==> src/rtl/fp_ctrl_pkg.sv <==
// Shared types and defaults for the floating-point add/sub sequencing controller.
package fp_ctrl_pkg;

  typedef enum logic [3:0] {
    IDLE     = 4'd0,
    EXP      = 4'd1,
    ALIGN    = 4'd2,
    ADD      = 4'd3,
    EXP_SET  = 4'd4,
    EXP_LD   = 4'd5,
    NORM_SET = 4'd6,
    NORM_LD  = 4'd7,
    RND_CHK  = 4'd8,
    OVF_SET  = 4'd9,
    OVF_LD   = 4'd10,
    DONE     = 4'd11
  } fp_state_e;

  localparam int FRAC_W_DEF    = 26;
  localparam int ALIGN_MAX_DEF = 31;

  // Alignment shift amount clipped to what the shifter can express.
  function automatic logic [4:0] sat_align(input logic [7:0] diff, input int align_max);
    if (int'(diff) > align_max) return 5'(align_max);
    return diff[4:0];
  endfunction

endpackage

==> src/rtl/fp_add_control.sv <==
// Sequencing FSM driving the FP add/sub datapath controls with a start/done handshake.
// Optional FP_ADD_CTRL_DEBUG_EN adds dbg_state and a saturating busy-cycle counter dbg_cycles.
module fp_add_control
  import fp_ctrl_pkg::*;
#(
  parameter int FRAC_W    = FRAC_W_DEF,
  parameter int ALIGN_MAX = ALIGN_MAX_DEF
) (
  input  logic       clk,
  input  logic       rst_n,
  input  logic       start,
  input  logic       sub_op,
  input  logic [7:0] exp_diff,
  input  logic [7:0] lz_count,
  input  logic       carry_dir,
  input  logic       round_ovf,
  output logic       soma_multiplica_small_ula,
  output logic       soma_multiplica_big_ula,
  output logic       subtrador_big_ula,
  output logic       decisor_mux_expoente_escolhido,
  output logic       decisor_mux_saida_big_ula,
  output logic       decisor_shift_right_left,
  output logic       subtrador_Somador_subtrador,
  output logic [4:0] tamanho,
  output logic [4:0] tamanho2,
  output logic [7:0] tamanho3,
  output logic       load,
  output logic       busy,
  output logic       done,
  output logic       zero_res
`ifdef FP_ADD_CTRL_DEBUG_EN
  ,
  output logic [3:0] dbg_state,
  output logic [7:0] dbg_cycles
`endif
);

  fp_state_e  state;
  logic       sub_q;
  logic [7:0] diff_q;
  logic [7:0] lz_q;
  logic       dir_q;
  logic       rnd_wait;
  logic       zero_hit;

  assign zero_hit = (int'(lz_count) >= FRAC_W) && !carry_dir;

  // Outputs are registered alongside the state transition so they line up
  // with the state they belong to.
  always_ff @(posedge clk) begin
    if (!rst_n) begin
      state                          <= IDLE;
      sub_q                          <= 1'b0;
      diff_q                         <= '0;
      lz_q                           <= '0;
      dir_q                          <= 1'b0;
      rnd_wait                       <= 1'b0;
      soma_multiplica_small_ula      <= 1'b0;
      soma_multiplica_big_ula        <= 1'b0;
      subtrador_big_ula              <= 1'b0;
      decisor_mux_expoente_escolhido <= 1'b0;
      decisor_mux_saida_big_ula      <= 1'b0;
      decisor_shift_right_left       <= 1'b0;
      subtrador_Somador_subtrador    <= 1'b0;
      tamanho                        <= '0;
      tamanho2                       <= '0;
      tamanho3                       <= '0;
      load                           <= 1'b0;
      busy                           <= 1'b0;
      done                           <= 1'b0;
      zero_res                       <= 1'b0;
    end else begin
      load                      <= 1'b0;
      done                      <= 1'b0;
      zero_res                  <= 1'b0;
      soma_multiplica_small_ula <= 1'b0;
      soma_multiplica_big_ula   <= 1'b0;
      subtrador_big_ula         <= 1'b0;
      case (state)
        IDLE: if (start) begin
          state                          <= EXP;
          sub_q                          <= sub_op;
          busy                           <= 1'b1;
          soma_multiplica_small_ula      <= 1'b1;
          decisor_mux_expoente_escolhido <= 1'b0;
          decisor_mux_saida_big_ula      <= 1'b0;
          decisor_shift_right_left       <= 1'b0;
          subtrador_Somador_subtrador    <= 1'b0;
          tamanho                        <= '0;
          tamanho2                       <= '0;
          tamanho3                       <= '0;
        end
        EXP: state <= ALIGN;
        ALIGN: begin
          state                   <= ADD;
          diff_q                  <= exp_diff;
          tamanho                 <= sat_align(exp_diff, ALIGN_MAX);
          soma_multiplica_big_ula <= 1'b1;
          subtrador_big_ula       <= sub_q;
        end
        ADD: begin
          lz_q  <= lz_count;
          dir_q <= carry_dir;
          if (zero_hit) begin
            state    <= DONE;
            done     <= 1'b1;
            zero_res <= 1'b1;
          end else begin
            state                          <= EXP_SET;
            decisor_mux_expoente_escolhido <= 1'b0;
            subtrador_Somador_subtrador    <= 1'b0;
            tamanho3                       <= diff_q;
          end
        end
        EXP_SET: begin
          state <= EXP_LD;
          load  <= 1'b1;
        end
        EXP_LD: begin
          state                          <= NORM_SET;
          decisor_mux_expoente_escolhido <= 1'b1;
          decisor_mux_saida_big_ula      <= 1'b0;
          if (dir_q) begin
            decisor_shift_right_left    <= 1'b0;
            tamanho2                    <= 5'd1;
            tamanho3                    <= 8'd1;
            subtrador_Somador_subtrador <= 1'b0;
          end else begin
            decisor_shift_right_left    <= 1'b1;
            tamanho2                    <= lz_q[4:0];
            tamanho3                    <= lz_q;
            subtrador_Somador_subtrador <= 1'b1;
          end
        end
        NORM_SET: begin
          state <= NORM_LD;
          load  <= 1'b1;
        end
        NORM_LD: begin
          state    <= RND_CHK;
          rnd_wait <= 1'b0;
        end
        // The rounding stage reflects the normalised latch one cycle after the
        // strobe, so round_ovf is sampled on the second RND_CHK cycle.
        RND_CHK: begin
          if (!rnd_wait) begin
            rnd_wait <= 1'b1;
          end else if (round_ovf) begin
            state                          <= OVF_SET;
            decisor_mux_saida_big_ula      <= 1'b1;
            decisor_shift_right_left       <= 1'b0;
            tamanho2                       <= 5'd1;
            decisor_mux_expoente_escolhido <= 1'b1;
            subtrador_Somador_subtrador    <= 1'b0;
            tamanho3                       <= 8'd1;
          end else begin
            state <= DONE;
            done  <= 1'b1;
          end
        end
        OVF_SET: begin
          state <= OVF_LD;
          load  <= 1'b1;
        end
        OVF_LD: begin
          state <= DONE;
          done  <= 1'b1;
        end
        DONE: begin
          state <= IDLE;
          busy  <= 1'b0;
        end
        default: begin
          state <= IDLE;
          busy  <= 1'b0;
        end
      endcase
    end
  end

`ifdef FP_ADD_CTRL_DEBUG_EN
  assign dbg_state = state;

  always_ff @(posedge clk) begin
    if (!rst_n)                       dbg_cycles <= '0;
    else if (state == IDLE && start)  dbg_cycles <= '0;
    else if (busy && dbg_cycles != 8'hFF) dbg_cycles <= dbg_cycles + 8'd1;
  end
`endif

endmodule

==> config.mk <==
export PLATFORM = sky130hd
export DESIGN_NAME = fp_add_control
export DESIGN_NICKNAME = d
export VERILOG_FILES = /design/src/rtl/fp_ctrl_pkg.sv /design/src/rtl/fp_add_control.sv
export SDC_FILE = /design/constraint.sdc
export NUM_CORES = 1
export LEC_CHECK = 0
export CORE_UTILIZATION = 44
export DETAILED_ROUTE_END_ITERATION = 10
export PLACE_DENSITY_LB_ADDON = 0.12
export SLEW_MARGIN = 40
export SYNTH_ARGS = -nofsm -noshare
export SYNTH_HDL_FRONTEND = slang
export SYNTH_SLANG_ARGS = --single-unit
==> constraint.sdc <==
create_clock -name clk -period 1.7 [get_ports clk]
set_input_delay 0.34 -clock clk [delete_from_list [all_inputs] [get_ports clk]]
set_output_delay 0.34 -clock clk [all_outputs]
set_load 0.005 [all_outputs]
== Word-level counts from Yosys, hierarchy flattened ==
Index checks and enable logic that the tools add are counted.

* Register bits after elaboration: 52
* Bits of input ports: 22
* Output and inout port bits: 29
* Logic and storage cells: 98

* Order comparisons: 2
* Equality and inequality tests: 14
* Multiplexer cells: 43
* Bitwise operators: 1
* Reductions and logical operators: 18

{| class="wikitable"
|+ Operators by type and width
! kind !! count
|-
| $pmux W4 S11 || 1
|-
| $mux W8 || 5
|-
| $pmux W8 S4 || 1
|-
| $mux W5 || 6
|-
| $mux W1 || 17
|-
| $eq A4 B3 Y1 const B || 4
|-
| $pmux W5 S3 || 1
|-
| $reduce_and A2 Y1 || 7
|-
| $eq A4 B4 Y1 const B || 3
|-
| $mux W4 || 3
|-
| $pmux W5 S2 || 1
|-
| $reduce_or A10 Y1 || 1
|-
| $pmux W1 S3 || 3
|-
| $eq A4 B2 Y1 const B || 2
|-
| $ge A8 B5 Y1 const B || 1
|-
| $gt A8 B5 Y1 const B || 1
|-
| $ne A2 B2 Y1 const B || 4
|-
| $pmux W1 S4 || 2
|-
| $reduce_and A5 Y1 || 1
|-
| $eq A4 B1 Y1 const B || 1
|-
| $logic_not A4 Y1 || 1
|-
| $pmux W1 S2 || 2
|-
| $reduce_and A4 Y1 || 1
|-
| $reduce_bool A2 Y1 || 2
|-
| 7 further kinds || 7
|}

== Longest topological paths before layout ==
* Depth after elaboration: 6
* Gate-level depth with buffers: 6
* Depth with buffers taken out: 4

== Worst setup path after synthesis ==
Ideal clock, no wire load.

* Kind: flip-flop to flip-flop
* From: register state[1]
* To: register tamanho3[1]
* Arrival time: 1.513 ns
* Data required time: 1.584 ns
* Setup slack: 0.071 ns
* Cell stages (with the launch flop): 7
* Path buffers: 2
* Period minus slack after synthesis: 1.629 ns
* Cell sequence: dfxtp_1 -> buf_6 -> or4b_4 -> o2bb2ai_4 -> buf_6 -> nor4_1 -> a31o_1

* Longest elaborated chain between the ends: 3
* Elaborated cells between the ends (all ways): 11

{| class="wikitable"
|+ Ends and longest elaborated chain
! element !! RTL line !! source
|-
| start: declaration || fp_add_control.sv:38 || <nowiki>fp_state_e state;</nowiki>
|-
| start signal: assignment || fp_add_control.sv:52 || <nowiki>state <= IDLE;</nowiki>
|-
| start signal: assignment || fp_add_control.sv:81 || <nowiki>state <= EXP;</nowiki>
|-
| start signal: assignment || fp_add_control.sv:93 || <nowiki>EXP: state <= ALIGN;</nowiki>
|-
| $eq A4 B4 Y1 (tied with other cells) || fp_add_control.sv:79 || <nowiki>case (state)</nowiki>
|-
| $reduce_bool A4 Y1 (no source line) / $ne A2 B2 Y1 (equally long branches) || n/a ||
|-
| $reduce_and A5 Y1 (no source line) || n/a ||
|-
| end signal: assignment || fp_add_control.sv:112 || <nowiki>tamanho3 <= diff_q;</nowiki>
|-
| end signal: assignment || fp_add_control.sv:131 || <nowiki>tamanho3 <= lz_q;</nowiki>
|-
| end: declaration || fp_add_control.sv:26 || <nowiki>output logic [7:0] tamanho3,</nowiki>
|}

Several ways; a longest one is shown, not always the timed one.
A chain may end at the register's enable or synchronous reset.

== Worst setup path after layout ==
* From: register state[1]
* To: register tamanho3[4]

The elaborated chain is that of the path after synthesis.

==> impl_metrics.yaml <==
clocking:
  cts_tree: "built"
  cts_buffers: 5
  clock_path_buffers: 2
  clk-insertion-delay-late_ps: 300
  cts_sinks: 52
  cts_max_level: 2
  cts_root_buf: "clkbuf_8"
  hold_buffers: 0
  clk_pin_slew_worst_paths_ps: 90
synthesis:
  yosys_warnings: 0
  synth_area_um2: 2220
  ys_seq_elements: 52
  synth_cell_type_count: 45
  synth.area.top_cells: "dfxtp_1 47%, nand2_1 9.5%, a21oi_1 7.4%"
  synth.top_cell.area_share: 0.469
  synth_top_area_cell: "dfxtp_1"
  synth_cells: 263
  synth_fp_nets: 285
  avgSynthCellArea_um2: 8.43
  yosysSeqAreaShare: 0.469
status:
  status: "finished clean"
setup_path:
  worstSetupEndpointType: "flop"
  start_kind: "flop"
  cp_data_required_time_ps: 1890
  crit_arrival_ps: 1880
  timing_worst_setup_path_type: "flop to flop"
  path_max_fanout: 6
die:
  initial_utilization: 0.464
  rows: 25
  die_h_um: 73.0
  core-area_um2: 4790
  die_w_um: 73.0
  boundaryPins: 51
  dieArea_um2: 5330
timing:
  rsz0062_at_grt: "true"
  timing.fmax_ghz: 0.592
  fin_crit_sh: 0.994
  max_slew.worst_pin.slew_ps: 519
  setup_tns_ps: 0
  slew_headroom: 0.653
  period_minus_slack_ps: 1690
  worst_slack_ps: 10.9
  report.final.slew_viol_count: 0
  setup_viol: 0
  fin_skew_ps: 6.08
  hold_viol_final: 0
routing:
  drcViolationCount: 0
  drt-initial-drc-count: 85
  first_pass_iters: 4
  vias: 2175
  drt-total-wl_um: 5810
  routedWlPerCell_um: 14.3
  ant_nets: 0
  vias_per_cell: 5.36
global_route:
  antenna_found_initial: 0
  grt_max_degree: 18
  grt_use_total: 0.230
  grt_pass1_wl_um: 9360
  grt_pass1_vias: 1961
  grt_overflow: 0
cells_and_area:
  nNetsFinal: 360
  area_growth_syn_to_layout_pct: 43.8
  num_antenna_cells: 0
  instances_no_fill: 406
  final_layout_size_suffix_gt1_frac: 0.192
  final_area_um2: 3190
power:
  p_per_area_nw_per_um2: 795
  total_power_mw: 2.54
  p_leak_nw: 1.18
  peakVddDrop_uv: 504
placement:
  io_buffers: 50
  place.gp.congestion: 0.833
  dp_cells: 388
  dp_slack_ps: -282
  place_area_um2: 2930
  hpwlAfterDp_um: 4190
hold_path:
  worstHoldPathType: "input port to flop"
job:
  max_cap_viol_count: 0
[state kept, by name, summed over array words and instances (netlist names), 4 cells and up]
signal	count
diff_q	8
lz_q	8
state	4
tamanho	5
tamanho2	5
tamanho3	8
[what timing repair did]
action	4_1_cts	5_1_grt
gates cloned	0	1
gates resized for setup	3	18
pin swaps	1	14
buffers inserted	1	8
setup endpoints to repair	13	15
[final cells by class]
class,count,area [um2]
fill,424,1600
multi-input combinational,186,1130
sequential,52,1050
timing repair buffer,87,806
clock buffer,8,90.1
tap,67,83.8
inverter,6,22.5
[stage by stage]
stage | hold slack (ps) | util
floorplan | 432 | -
global placement | 434 | 0.612
detailed placement | 443 | 0.612
CTS | 456 | 0.637
global route | 332 | 0.666
finish | 342 | 0.666
[cell usage after synthesis]
cell type	count
nand2_1	56
dfxtp_1	52
a21oi_1	33
nor2_1	16
clkbuf_1	9
o21ai_0	8
o21ai_1	8
buf_2	7
a31o_1	6
a32oi_1	6
inv_1	6
nor4_1	6
mux2i_1	4
a211oi_1	3
and2_1	3
and3_1	3
nor3_1	3
o21a_1	3
a211oi_2	2
buf_6	2
nand3_1	2
or3_1	2
a211o_1	1
a22oi_1	1
a2bb2oi_2	1
a31o_2	1
a31oi_1	1
and3_4	1
and3b_1	1
buf_1	1
nand3_2	1
nand3b_1	1
nand4_1	1
nand4bb_1	1
nor3_2	1
nor4bb_1	1
o2111ai_1	1
o211ai_1	1
o22ai_1	1
o2bb2ai_4	1
o31ai_1	1
or2_2	1
or3b_1	1
or4b_4	1
xor2_1	1
[routing by layer]
layer	track usage	vias up	routed length (um)
met2	0.359	60	2730
met4	0.0959	0	123
met3	0.0373	10	232
met1	0.316	1027	2720
met5	0	-	0
li1	-	1078	-
[cells by family (layout without fill, tap and decap cells)]
group	count (synthesis)	count (layout)	share of synthesized area
simple gates	102	102	0.219
compound gates	79	79	0.236
flops	52	52	0.469
buf+inv	25	101	0.0530
mux	4	4	0.0180
xor+xnor	1	1	0.00395
[cells in the final DEF (no fill, tap or decap), types with 2 or more instances in the layout]
| cell | netlist | layout |
|---|---|---|
| clkbuf_1 | 9 | 2 |
| dlymetal6s2s_1 | 0 | 2 |
| a211oi_1 | 3 | 3 |
| a21oi_1 | 33 | 32 |
| a31o_1 | 6 | 6 |
| dfxtp_4 | 0 | 3 |
| a32oi_1 | 6 | 6 |
| mux2i_1 | 4 | 3 |
| nor2_1 | 16 | 16 |
| dfxtp_1 | 52 | 49 |
| o21a_1 | 3 | 3 |
| inv_1 | 6 | 6 |
| buf_12 | 0 | 2 |
| nor4_2 | 0 | 3 |
| nor3_1 | 3 | 3 |
| clkbuf_8 | 0 | 6 |
| nand3_1 | 2 | 2 |
| and3_1 | 3 | 3 |
| o21ai_0 | 8 | 8 |
| or3_1 | 2 | 2 |
| o21ai_1 | 8 | 7 |
| buf_4 | 0 | 34 |
| nor4_1 | 6 | 3 |
| nand2_1 | 56 | 56 |
| clkdlybuf4s50_1 | 0 | 48 |
| and2_1 | 3 | 3 |
[critical path: stages, from the launching register on]
cell and delay [ps]:
dfxtp_4 360, or4b_4 580, o2bb2ai_4 250, buf_12 150, nor4_2 50, a31o_1 200
[where the power goes]
| group | switching, mW | leakage (nW) | internal [mW] | total [mW] |
|---|---|---|---|---|
| sequential | 0.0301 | 0.423 | 1.27 | 1.30 |
| clock | 0.370 | 0.0455 | 0.333 | 0.702 |
| combinational | 0.266 | 0.708 | 0.272 | 0.538 |
[path summary, 6_finish.rpt]
path / cells past startpoint / slack [ps] / start / to
hold reg to reg: 2 / 450 / busy / busy
hold / removal: 3 / 340 / lz_count[2] / lz_q[2]
setup / recovery: 5 / 10 / state[1] / tamanho3[4]
setup reg to reg: 5 / 10 / state[1] / tamanho3[4]
(Power assumes the default switching activity.)
